`config.mk`:
```
export PLATFORM = sky130hd
export DESIGN_NAME = button_conditioner
export DESIGN_NICKNAME = d
export VERILOG_FILES = /design/src/rtl/button_conditioner.sv
export SDC_FILE = /design/constraint.sdc
export NUM_CORES = 1
export LEC_CHECK = 0
export CORE_AREA = 3 3 101 103
export DETAILED_ROUTE_END_ITERATION = 8
export DIE_AREA = 0 0 104 106
export MAX_ROUTING_LAYER = met4
export SYNTH_ARGS = -nofsm -noshare
export SYNTH_HDL_FRONTEND = slang
export SYNTH_SLANG_ARGS = --single-unit
export TNS_END_PERCENT = 1
```
`constraint.sdc`:
```
create_clock -name clk_25MHz -period 6.6 [get_ports clk_25MHz]
set_input_delay 0.99 -clock clk_25MHz [delete_from_list [all_inputs] [get_ports clk_25MHz]]
set_output_delay 0.99 -clock clk_25MHz [all_outputs]
set_load 0.02 [all_outputs]
```
`src/rtl/button_conditioner.sv`:
```
// Synchronise, debounce and edge-detect the right/left/drop push-buttons into single-cycle strobes.
// Define BUTTON_AUTO_REPEAT_EN to build the shared left/right auto-repeat FSM.
module button_conditioner #(
    parameter int DEBOUNCE_CYCLES = 250000,
    parameter int REPEAT_DELAY    = 7500000,
    parameter int REPEAT_PERIOD   = 2500000,
    parameter int CNT_W           = 23
) (
    input  logic       clk_25MHz,
    input  logic       rst_n,
    input  logic       btn_right_raw,
    input  logic       btn_left_raw,
    input  logic       btn_drop_raw,
    output logic       move_right,
    output logic       move_left,
    output logic       drop_piece,
    output logic [2:0] btn_level
);

    localparam int CH_RIGHT = 0;
    localparam int CH_LEFT  = 1;
    localparam int CH_DROP  = 2;
    localparam int NUM_CH   = 3;

    localparam logic [CNT_W-1:0] DEB_LAST = CNT_W'(DEBOUNCE_CYCLES - 1);

    logic [NUM_CH-1:0] w_raw;
    logic [NUM_CH-1:0] r_sync1;
    logic [NUM_CH-1:0] r_sync2;
    logic [NUM_CH-1:0] r_level;
    logic [NUM_CH-1:0] r_level_d;
    logic [NUM_CH-1:0] w_flip;
    logic [NUM_CH-1:0] w_rise;
    logic [CNT_W-1:0]  r_deb_cnt [NUM_CH];
    logic              w_fire_right;
    logic              w_fire_left;
    logic              r_move_right;
    logic              r_move_left;
    logic              r_drop_piece;

    assign w_raw = {btn_drop_raw, btn_left_raw, btn_right_raw};

    // NOTE: flops use non-blocking assignment so every stage samples the pre-edge value of the one before it.
    always_ff @(posedge clk_25MHz) begin
        if (!rst_n) begin
            r_sync1 <= '0;
            r_sync2 <= '0;
        end else begin
            r_sync1 <= w_raw;
            r_sync2 <= r_sync1;
        end
    end

    always_comb begin
        w_flip = '0;
        for (int ch = 0; ch < NUM_CH; ch++) begin
            w_flip[ch] = (r_sync2[ch] != r_level[ch]) && (r_deb_cnt[ch] == DEB_LAST);
        end
    end

    always_ff @(posedge clk_25MHz) begin
        if (!rst_n) begin
            r_level   <= '0;
            r_level_d <= '0;
            for (int ch = 0; ch < NUM_CH; ch++) begin
                r_deb_cnt[ch] <= '0;
            end
        end else begin
            r_level_d <= r_level;
            for (int ch = 0; ch < NUM_CH; ch++) begin
                if (r_sync2[ch] == r_level[ch]) begin
                    r_deb_cnt[ch] <= '0;
                end else if (w_flip[ch]) begin
                    r_level[ch]   <= r_sync2[ch];
                    r_deb_cnt[ch] <= '0;
                end else begin
                    r_deb_cnt[ch] <= r_deb_cnt[ch] + CNT_W'(1);
                end
            end
        end
    end

    // A move press is dropped while the opposite button is held down.
    assign w_rise       = r_level & ~r_level_d;
    assign w_fire_right = w_rise[CH_RIGHT] & ~r_level[CH_LEFT];
    assign w_fire_left  = w_rise[CH_LEFT]  & ~r_level[CH_RIGHT];

    always_ff @(posedge clk_25MHz) begin
        if (!rst_n) begin
            r_drop_piece <= 1'b0;
        end else begin
            r_drop_piece <= w_rise[CH_DROP];
        end
    end

`ifdef BUTTON_AUTO_REPEAT_EN

    localparam logic [CNT_W-1:0] DLY_LAST = CNT_W'(REPEAT_DELAY - 1);
    localparam logic [CNT_W-1:0] PER_LAST = CNT_W'(REPEAT_PERIOD - 1);

    typedef enum logic [1:0] {
        ST_IDLE,
        ST_DELAY,
        ST_REPEAT
    } rpt_state_t;

    rpt_state_t        r_state;
    logic [CNT_W-1:0]  r_rpt_cnt;
    logic              r_dir;
    logic [NUM_CH-1:0] w_level_nxt;
    logic              w_abort;
    logic              w_rep_ok;
    logic              w_at_last;

    // Abort looks at the level being loaded this edge, so a release wins over a coincident repeat.
    assign w_level_nxt = r_level ^ w_flip;
    assign w_abort     = r_dir ? (~w_level_nxt[CH_LEFT]  | w_level_nxt[CH_RIGHT])
                               : (~w_level_nxt[CH_RIGHT] | w_level_nxt[CH_LEFT]);
    assign w_rep_ok    = r_dir ? ~r_level[CH_RIGHT] : ~r_level[CH_LEFT];
    assign w_at_last   = (r_rpt_cnt == ((r_state == ST_DELAY) ? DLY_LAST : PER_LAST));

    always_ff @(posedge clk_25MHz) begin
        if (!rst_n) begin
            r_state      <= ST_IDLE;
            r_rpt_cnt    <= '0;
            r_dir        <= 1'b0;
            r_move_right <= 1'b0;
            r_move_left  <= 1'b0;
        end else begin
            r_move_right <= w_fire_right;
            r_move_left  <= w_fire_left;
            case (r_state)
                ST_IDLE: begin
                    if (w_fire_right || w_fire_left) begin
                        r_state   <= ST_DELAY;
                        r_dir     <= w_fire_left;
                        r_rpt_cnt <= '0;
                    end
                end
                ST_DELAY, ST_REPEAT: begin
                    if (w_abort) begin
                        r_state   <= ST_IDLE;
                        r_rpt_cnt <= '0;
                    end else if (w_at_last) begin
                        r_state   <= ST_REPEAT;
                        r_rpt_cnt <= '0;
                        if (r_dir) begin
                            r_move_left <= w_rep_ok;
                        end else begin
                            r_move_right <= w_rep_ok;
                        end
                    end else begin
                        r_rpt_cnt <= r_rpt_cnt + CNT_W'(1);
                    end
                end
                default: begin
                    r_state   <= ST_IDLE;
                    r_rpt_cnt <= '0;
                end
            endcase
        end
    end

`else

    logic [CNT_W-1:0] w_unused_cfg;
    assign w_unused_cfg = CNT_W'(REPEAT_DELAY) ^ CNT_W'(REPEAT_PERIOD);

    always_ff @(posedge clk_25MHz) begin
        if (!rst_n) begin
            r_move_right <= 1'b0;
            r_move_left  <= 1'b0;
        end else begin
            r_move_right <= w_fire_right;
            r_move_left  <= w_fire_left;
        end
    end

`endif

    assign move_right = r_move_right;
    assign move_left  = r_move_left;
    assign drop_piece = r_drop_piece;
    assign btn_level  = r_level;

endmodule
```
==> results.md, run 1 <==
### Power and ir drop
* **leakage component of the power** 1.66 nW
* **power density over cell area** 207 mW/mm2
* **Max IR drop VDD** 0.0931 mV
* **total power draw** 1.03 mW

### STA
* **Final period util** 0.369
* **total setup violations reported at the end of the flow** 0
* **Post-Route Setup TNS** 0 ns
* **shortest period the worst path allows** 2.44 ns
* **maximum operating frequency** 410 MHz
* **Final Hold Vio Count** 0
* **RSZ-0062 raised after global routing** no
* **Max Slew Vio Count** 0
* **Layout Skew** 0.0120 ns

### Routing
* **overall via count from detail_route** 3112
* **average routed wire per standard cell** 12.2 um
* **Routed Wire Length** 7670 um
* **via-per-instance ratio** 4.96
* **DRC Markers** 0
* **total iterations of the first detailed-routing run** 4
* **First DRT Iteration DRCs** 127
* **Routed Antenna Nets** 0

### Clocking
* **Clock Root Buffer** clkbuf_8
* **count of H-tree levels built during CTS** 3
* **Clock Sink Count** 84
* **maximum buffer depth of the clock tree** 2
* **number of buffers created by CTS** 9
* **Clk pin slew, worst setup/hold paths** 0.08 ns
* **insertion delay of the later-clocked pin in the worst-skew pair** 0.35 ns
* **Hold Buf Count CTS** 0
* **cts repair resizes** 0
* **clock tree from TritonCTS** yes
* **number of setup buffers added after CTS** 0

### Floorplan
* **number of top-level design ports** 11
* **height of the chip** 106 um
* **core footprint** 0.00928 mm2
* **effective utilization at floorplan** 0.461
* **DIE WIDTH** 104 um
* **Row Count** 35
* **Die ar.** 0.0110 mm2

### Critical path
* **R2R setup slack** 4.19 ns
* **cell-by-cell trace of the critical path** clkdlybuf4s50_1
* **capture point of the worst reg-to-reg path** r_deb_cnt[2][22]$_SDFFCE_PN0P_
* **slowest stage delay, CP** 0.65 ns
* **critical-path maximum fanout** 5
* **Arrival @ worst endpoint** 1.45 ns
* **required time of the critical path** 5.61 ns
* **R2R cell count** 5
* **critical path start-end classification** reg -> out
* **Top delay family on crit path** buffers and inverters
* **sort of element at the start of the critical path** register
* **number of cells on the critical path** 1
* **worst path bufs/invs** 1
* **capture point of the critical path** btn_level[0]
* **Critical Path Sink Type** output pin
* **startpoint of the lowest-slack register-to-register path** r_deb_cnt[2][0]$_SDFFCE_PN0P_
* **Slowest-stage cell, CP** clkdlybuf4s50_1
* **beginning of the critical path** btn_level[0]$_SDFFE_PN0P_

### Logic synthesis
* **most used flip-flop cell after synthesis** edfxtp_1
* **distinct cell type count after synthesis** 34
* **Avg Cell Area, Syn** 10.4 um2
* **EDFF count, synth** 69
* **cell area after technology mapping** 0.00428 mm2
* **Synth Area in Simple Gates** 0.248
* **area fraction in compound gates after synthesis** 0.0734
* **adder and majority cell fraction of the synthesized area** 0.00877
* **Syn. warnings** 0
* **XOR/XNOR share of the synthesized area** 0.0859
* **post-synthesis mux area share** 0
* **portion of the post-synthesis area used by sequential elements** 0.554
* **ys async rst share** 0
* **dominant combinational cell family by area after synthesis** simple AND/OR/NAND/NOR gates
* **count of mapped cells out of synthesis** 413
* **#FFs+latches synth** 84

### Hold path
* **worst min-delay path class** reg -> reg

### Place
* **placed wire-length estimate after detailed placement** 5480 um
* **Final Wtd Congestion** 0.796
* **placement-stage cell area** 0.00478 mm2
* **# port buffers** 10
* **# placed instances** 611

### Flow run
* **maxcap violations** 0

### Cells and area
* **number of inserted diodes** 0
* **Final Cell Area** 0.00498 mm2
* **fraction of final layout cells with drive strength greater than 1** 0.0462
* **Syn-to-layout area delta** 16.4%
* **Layout Nets** 501
* **non-filler cells in the finished layout** 627

### GRT
* **wire length of the first global-routing pass** 14100 um
* **GRT overflow** 0
* **combined global-route utilization of all metal layers** 0.158
* **antenna violations before repair** 0
* **via count of the first global-routing pass** 3096
* **pin count of the biggest net entering global routing** 24

### Run status
* **status** complete, no violations

## kinds of logic after synthesis
kind of cell / Yosys count
simple gates: 194
flops: 84
compound gates: 57
xor+xnor: 42
buf+inv: 32
fa+ha+maj: 3
other cells: 1
## where the power goes
part	switching, mW	internal [mW]	total, mW
clock	0.192	0.185	0.376
sequential	0.0221	0.592	0.615
combinational	0.0245	0.0174	0.0418
## cell usage after synthesis, drive strengths merged (9+ instances only)
master | count | share of area
dfxtp | 15 | 0.070
nand3 | 22 | 0.026
xnor2 | 31 | 0.063
or3 | 20 | 0.029
or4 | 11 | 0.020
inv | 20 | 0.018
nor2 | 54 | 0.047
a21oi | 26 | 0.030
nor4 | 15 | 0.022
nand4 | 19 | 0.031
xor2 | 11 | 0.023
nand2 | 16 | 0.014
edfxtp | 69 | 0.48
o21ai | 20 | 0.023
clkbuf | 11 | 0.0096
and2 | 9 | 0.013
## cell usage in the layout (no fill, tap or decap)
cell	instances
clkinvlp_4	2
nand2_1	16
or3b_2	1
nand4bb_1	1
o21a_1	2
nor4_1	15
edfxtp_1	69
nor3b_1	2
xnor2_1	31
or4_2	1
and4_1	4
nand4_1	18
dfxtp_1	15
nor4b_1	4
clkinv_2	2
and2_1	9
and3_1	5
or4_1	10
inv_1	20
nor3_1	8
clkinv_4	1
xor2_1	11
nand4_4	1
o31ai_1	6
nand3b_1	2
nor2_1	54
a21oi_1	26
ha_1	3
o211ai_1	2
clkbuf_8	10
nand3_1	22
nor2b_1	1
o311ai_2	1
clkdlybuf4s50_1	10
conb_1	69
or3_1	20
o21ai_0	20
bufinv_16	1
buf_4	3
## final cells by class
class                           instances  area [um2]
Timing Repair Buffer                   13         123
Fill cell                             878        4300
Inverter                               20        75.1
Clock inverter                          6        63.8
Clock buffer                           10         138
Sequential cell                        84        2370
Tap cell                              129         161
Multi-Input combinational cell        365        2050
## sequential cells by signal, indices dropped and copies added (netlist names)
name and cells:
move_right 1, move_left 1, r_level_d 3, drop_piece 1, r_sync1 3, r_sync2 3, btn_level 3, r_deb_cnt 69
## worst min path at each step
stage	from	to	depth (start not counted)
finish	r_level_d[0]$_SDFF_PN0_	move_right$_SDFF_PN0_	1
global route	r_level_d[1]$_SDFF_PN0_	move_left$_SDFF_PN0_	1
CTS	r_level_d[1]$_SDFF_PN0_	move_left$_SDFF_PN0_	1
detailed placement	r_level_d[1]$_SDFF_PN0_	move_left$_SDFF_PN0_	1
global placement	r_level_d[1]$_SDFF_PN0_	move_left$_SDFF_PN0_	1
floorplan	r_level_d[2]$_SDFF_PN0_	drop_piece$_SDFF_PN0_	1
## metal layers
layer	track usage	vias up	wire [um]
met5	-	-	0
met4	0.0551	0	80
met3	0.0346	10	193
met2	0.242	30	3480
met1	0.210	1448	3920
li1	-	1624	-
## metrics by stage
stage	hold slack (ns)	worst slack, ns	utilization
6_report	0.389	4.16	0.537
5_1_grt	0.412	4.05	0.537
3_3_place_gp	0.378	4.13	0.515
4_1_cts	0.389	4.16	0.537
3_5_place_dp	0.377	4.07	0.515
2_1_floorplan	0.367	4.44	-
Note: power is estimated with default switching activity, not from simulation.
==> run 2: changes to the inputs <==
==> constraint.sdc (replaced) <==
create_clock -name clk_25MHz -period 2.01 [get_ports clk_25MHz]
set_input_delay 0.3015 -clock clk_25MHz [delete_from_list [all_inputs] [get_ports clk_25MHz]]
set_output_delay 0.3015 -clock clk_25MHz [all_outputs]
set_load 0.02 [all_outputs]
==> results.md, run 2 (synthesis gave the netlist of run 1 again) <==
### Place
* **# placed instances** 641, was 611
* **# port buffers** 10, unchanged
* **Final Wtd Congestion** 0.863, was 0.796
* **placed wire-length estimate after detailed placement** 5720 um, was 5480 um

### Hold path
* **Hold Crit Depth** 1, unchanged
* **startpoint of the worst hold path** r_level_d[1]$_SDFF_PN0_, was r_level_d[0]$_SDFF_PN0_
* **Worst Hold End** move_left$_SDFF_PN0_, was move_right$_SDFF_PN0_
* **worst min-delay path class** reg -> reg, unchanged

### Critical path
* **capture point of the worst reg-to-reg path** r_deb_cnt[2][22]$_SDFFCE_PN0P_, unchanged
* **required time of the critical path** 2.22 ns, was 5.61 ns
* **R2R cell count** 5, unchanged
* **sort of element at the start of the critical path** register, unchanged
* **beginning of the critical path** r_deb_cnt[2][1]$_SDFFCE_PN0P_, was btn_level[0]$_SDFFE_PN0P_
* **Critical Path Sink Type** register, was output pin
* **Arrival @ worst endpoint** 2.16 ns, was 1.45 ns
* **startpoint of the lowest-slack register-to-register path** r_deb_cnt[2][1]$_SDFFCE_PN0P_, was r_deb_cnt[2][0]$_SDFFCE_PN0P_
* **R2R setup slack** 0.06 ns, was 4.19 ns
* **critical path start-end classification** reg -> reg, was reg -> out
* **critical-path maximum fanout** 6, was 5

### Routing
* **Routed Antenna Nets** 0, unchanged
* **total iterations of the first detailed-routing run** 7, was 4
* **Routed Wire Length** 7920 um, was 7670 um
* **via-per-instance ratio** 4.97, was 4.96
* **DRC Markers** 0, unchanged
* **First DRT Iteration DRCs** 81, was 127
* **average routed wire per standard cell** 12.0 um, was 12.2 um
* **overall via count from detail_route** 3282, was 3112

### Run status
* **status** complete, no violations, unchanged

### STA
* **Final period util** 0.972
* **shortest period the worst path allows** 1.95 ns
* **Max Slew Vio Count** 0, unchanged
* **minimum hold slack** 0.394 ns, was 0.389 ns
* **RSZ-0062 raised after global routing** yes, was no
* **maximum operating frequency** 512 MHz
* **Final Hold Vio Count** 0, unchanged
* **Layout Skew** 0.00960 ns, was 0.0120 ns
* **total setup violations reported at the end of the flow** 0, unchanged

### GRT
* **antenna violations before repair** 0, unchanged
* **combined global-route utilization of all metal layers** 0.155, was 0.158
* **via count of the first global-routing pass** 3059, was 3096
* **pin count of the biggest net entering global routing** 24, unchanged
* **GRT overflow** 0, unchanged
* **wire length of the first global-routing pass** 13700 um, was 14100 um

### Clocking
* **Clk pin slew, worst setup/hold paths** 0.08 ns, about the same
* **count of H-tree levels built during CTS** 3, unchanged
* **number of buffers created by CTS** 9, unchanged
* **Clock Sink Count** 84, unchanged
* **Hold Buf Count CTS** 0, unchanged
* **maximum buffer depth of the clock tree** 2, unchanged
* **insertion delay of the later-clocked pin in the worst-skew pair** 0.35 ns, about the same
* **clock tree from TritonCTS** yes, unchanged
* **Clock Root Buffer** clkbuf_8, unchanged

### Cells and area
* **fraction of final layout cells with drive strength greater than 1** 0.134, was 0.0462
* **top register by number of flip-flops** r_deb_cnt, unchanged
* **Syn-to-layout area delta** 24.5%, was 16.4%
* **max reg flops** 69, unchanged
* **most used cells in the layout excluding fill and tap cells** 69 x edfxtp_1, 69 x conb_1, 54 x nor2_1, 34 x buf_4, 31 x xnor2_1, was 69 x edfxtp_1, 69 x conb_1, 54 x nor2_1, 31 x xnor2_1, 26 x a21oi_1
* **non-filler cells in the finished layout** 660, was 627
* **Layout Nets** 534, was 501
* **number of inserted diodes** 0, unchanged

### Power and ir drop
* **power density over cell area** 641 mW/mm2, was 207 mW/mm2
* **leakage component of the power** 1.83 nW, was 1.66 nW
* **Max IR drop VDD** 0.367 mV, was 0.0931 mV

### Flow run
* **maxcap violations** 0, unchanged

### Floorplan
* **height of the chip** 106 um, unchanged
* **number of top-level design ports** 11, unchanged
* **DIE WIDTH** 104 um, unchanged
* **Die ar.** 0.0110 mm2, unchanged
* **Row Count** 35, unchanged
* **core footprint** 0.00928 mm2, unchanged
* **effective utilization at floorplan** 0.461, unchanged

## run 2: cell types whose count changed in the layout (fill, tap and decap cells not counted), moves of 2 or more
| cell | before | now |
|---|---|---|
| ha_1 | 3 | 0 |
| or4_1 | 10 | 4 |
| nor4_1 | 15 | 13 |
| or4_4 | 0 | 6 |
| buf_4 | 3 | 34 |
| buf_12 | 0 | 2 |
| or3_4 | 0 | 2 |
| or3_1 | 20 | 18 |
| clkinv_2 | 2 | 0 |
| nor4_2 | 0 | 2 |
| ha_2 | 0 | 2 |
## run 2: per-stage QoR
stage / worst slack (ns) / util / power (mW) / TNS, ns / area [um2]
CTS: -0.00196 / 0.567 / 3.44 / -0.00196 / 5260
floorplan: 0.0173 / - / 2.15 / 0 / 4550
global placement: 0.0595 / 0.543 / 2.22 / 0 / 5040
global route: -0.0120 / 0.574 / 3.54 / -0.0243 / 5330
finish: 0.0567 / 0.574 / 3.42 / 0 / 5330
detailed placement: 0.00388 / 0.543 / 2.22 / 0 / 5040
## run 2: how the worst max path moves through the flow
stage                                endpoint  slack (ns)  cells after the start
2_1_floorplan  r_deb_cnt[2][22]$_SDFFCE_PN0P_        0.02                      6
3_3_place_gp   r_deb_cnt[2][22]$_SDFFCE_PN0P_        0.06                      5
3_5_place_dp   r_deb_cnt[2][22]$_SDFFCE_PN0P_       0.004                      5
4_1_cts        r_deb_cnt[0][22]$_SDFFCE_PN0P_      -0.002                      5
5_1_grt        r_deb_cnt[0][16]$_SDFFCE_PN0P_       -0.01                      5
6_report       r_deb_cnt[2][22]$_SDFFCE_PN0P_        0.06                      5
## run 2: per-layer routing
layer	up-vias	track usage	share of wire
li1	1688	-	-
met1	1555	0.198	0.49
met2	30	0.252	0.48
met3	9	0.0213	0.025
met4	0	0.0627	0.010
met5	-	-	0
## run 2: where the power goes
| group | internal (mW) | switching (mW) | leakage (nW) |
|---|---|---|---|
| registers | 1.94 | 0.0649 | 0.834 |
| logic | 0.0862 | 0.0987 | 0.902 |
| clock network | 0.579 | 0.644 | 0.0935 |
| total | 2.61 | 0.808 | 1.83 |
## run 2: area by class of cell
type / instances / area, um2
clock buffer: 9 / 124
clock inverter: 7 / 75.1
fill: 864 / 3950
inverter: 20 / 75.1
multi-input combinational: 365 / 2130
sequential: 84 / 2370
tap: 129 / 161
timing repair buffer: 46 / 395
## run 2: worst max-delay path, stage by stage (launching register included)
cell and delay [ns]:
edfxtp_1 0.41, ha_4 0.18, nand4_4 0.11, or4_4 0.46
or4_4 0.50, a21oi_2 0.15
## run 2: repair_timing
item / 4_1_cts / 5_1_grt
pin swaps: 0 / 3
setup buffers: 2 / 1
resized for setup: 1 / 14
setup endpoints to repair: 3 / 48
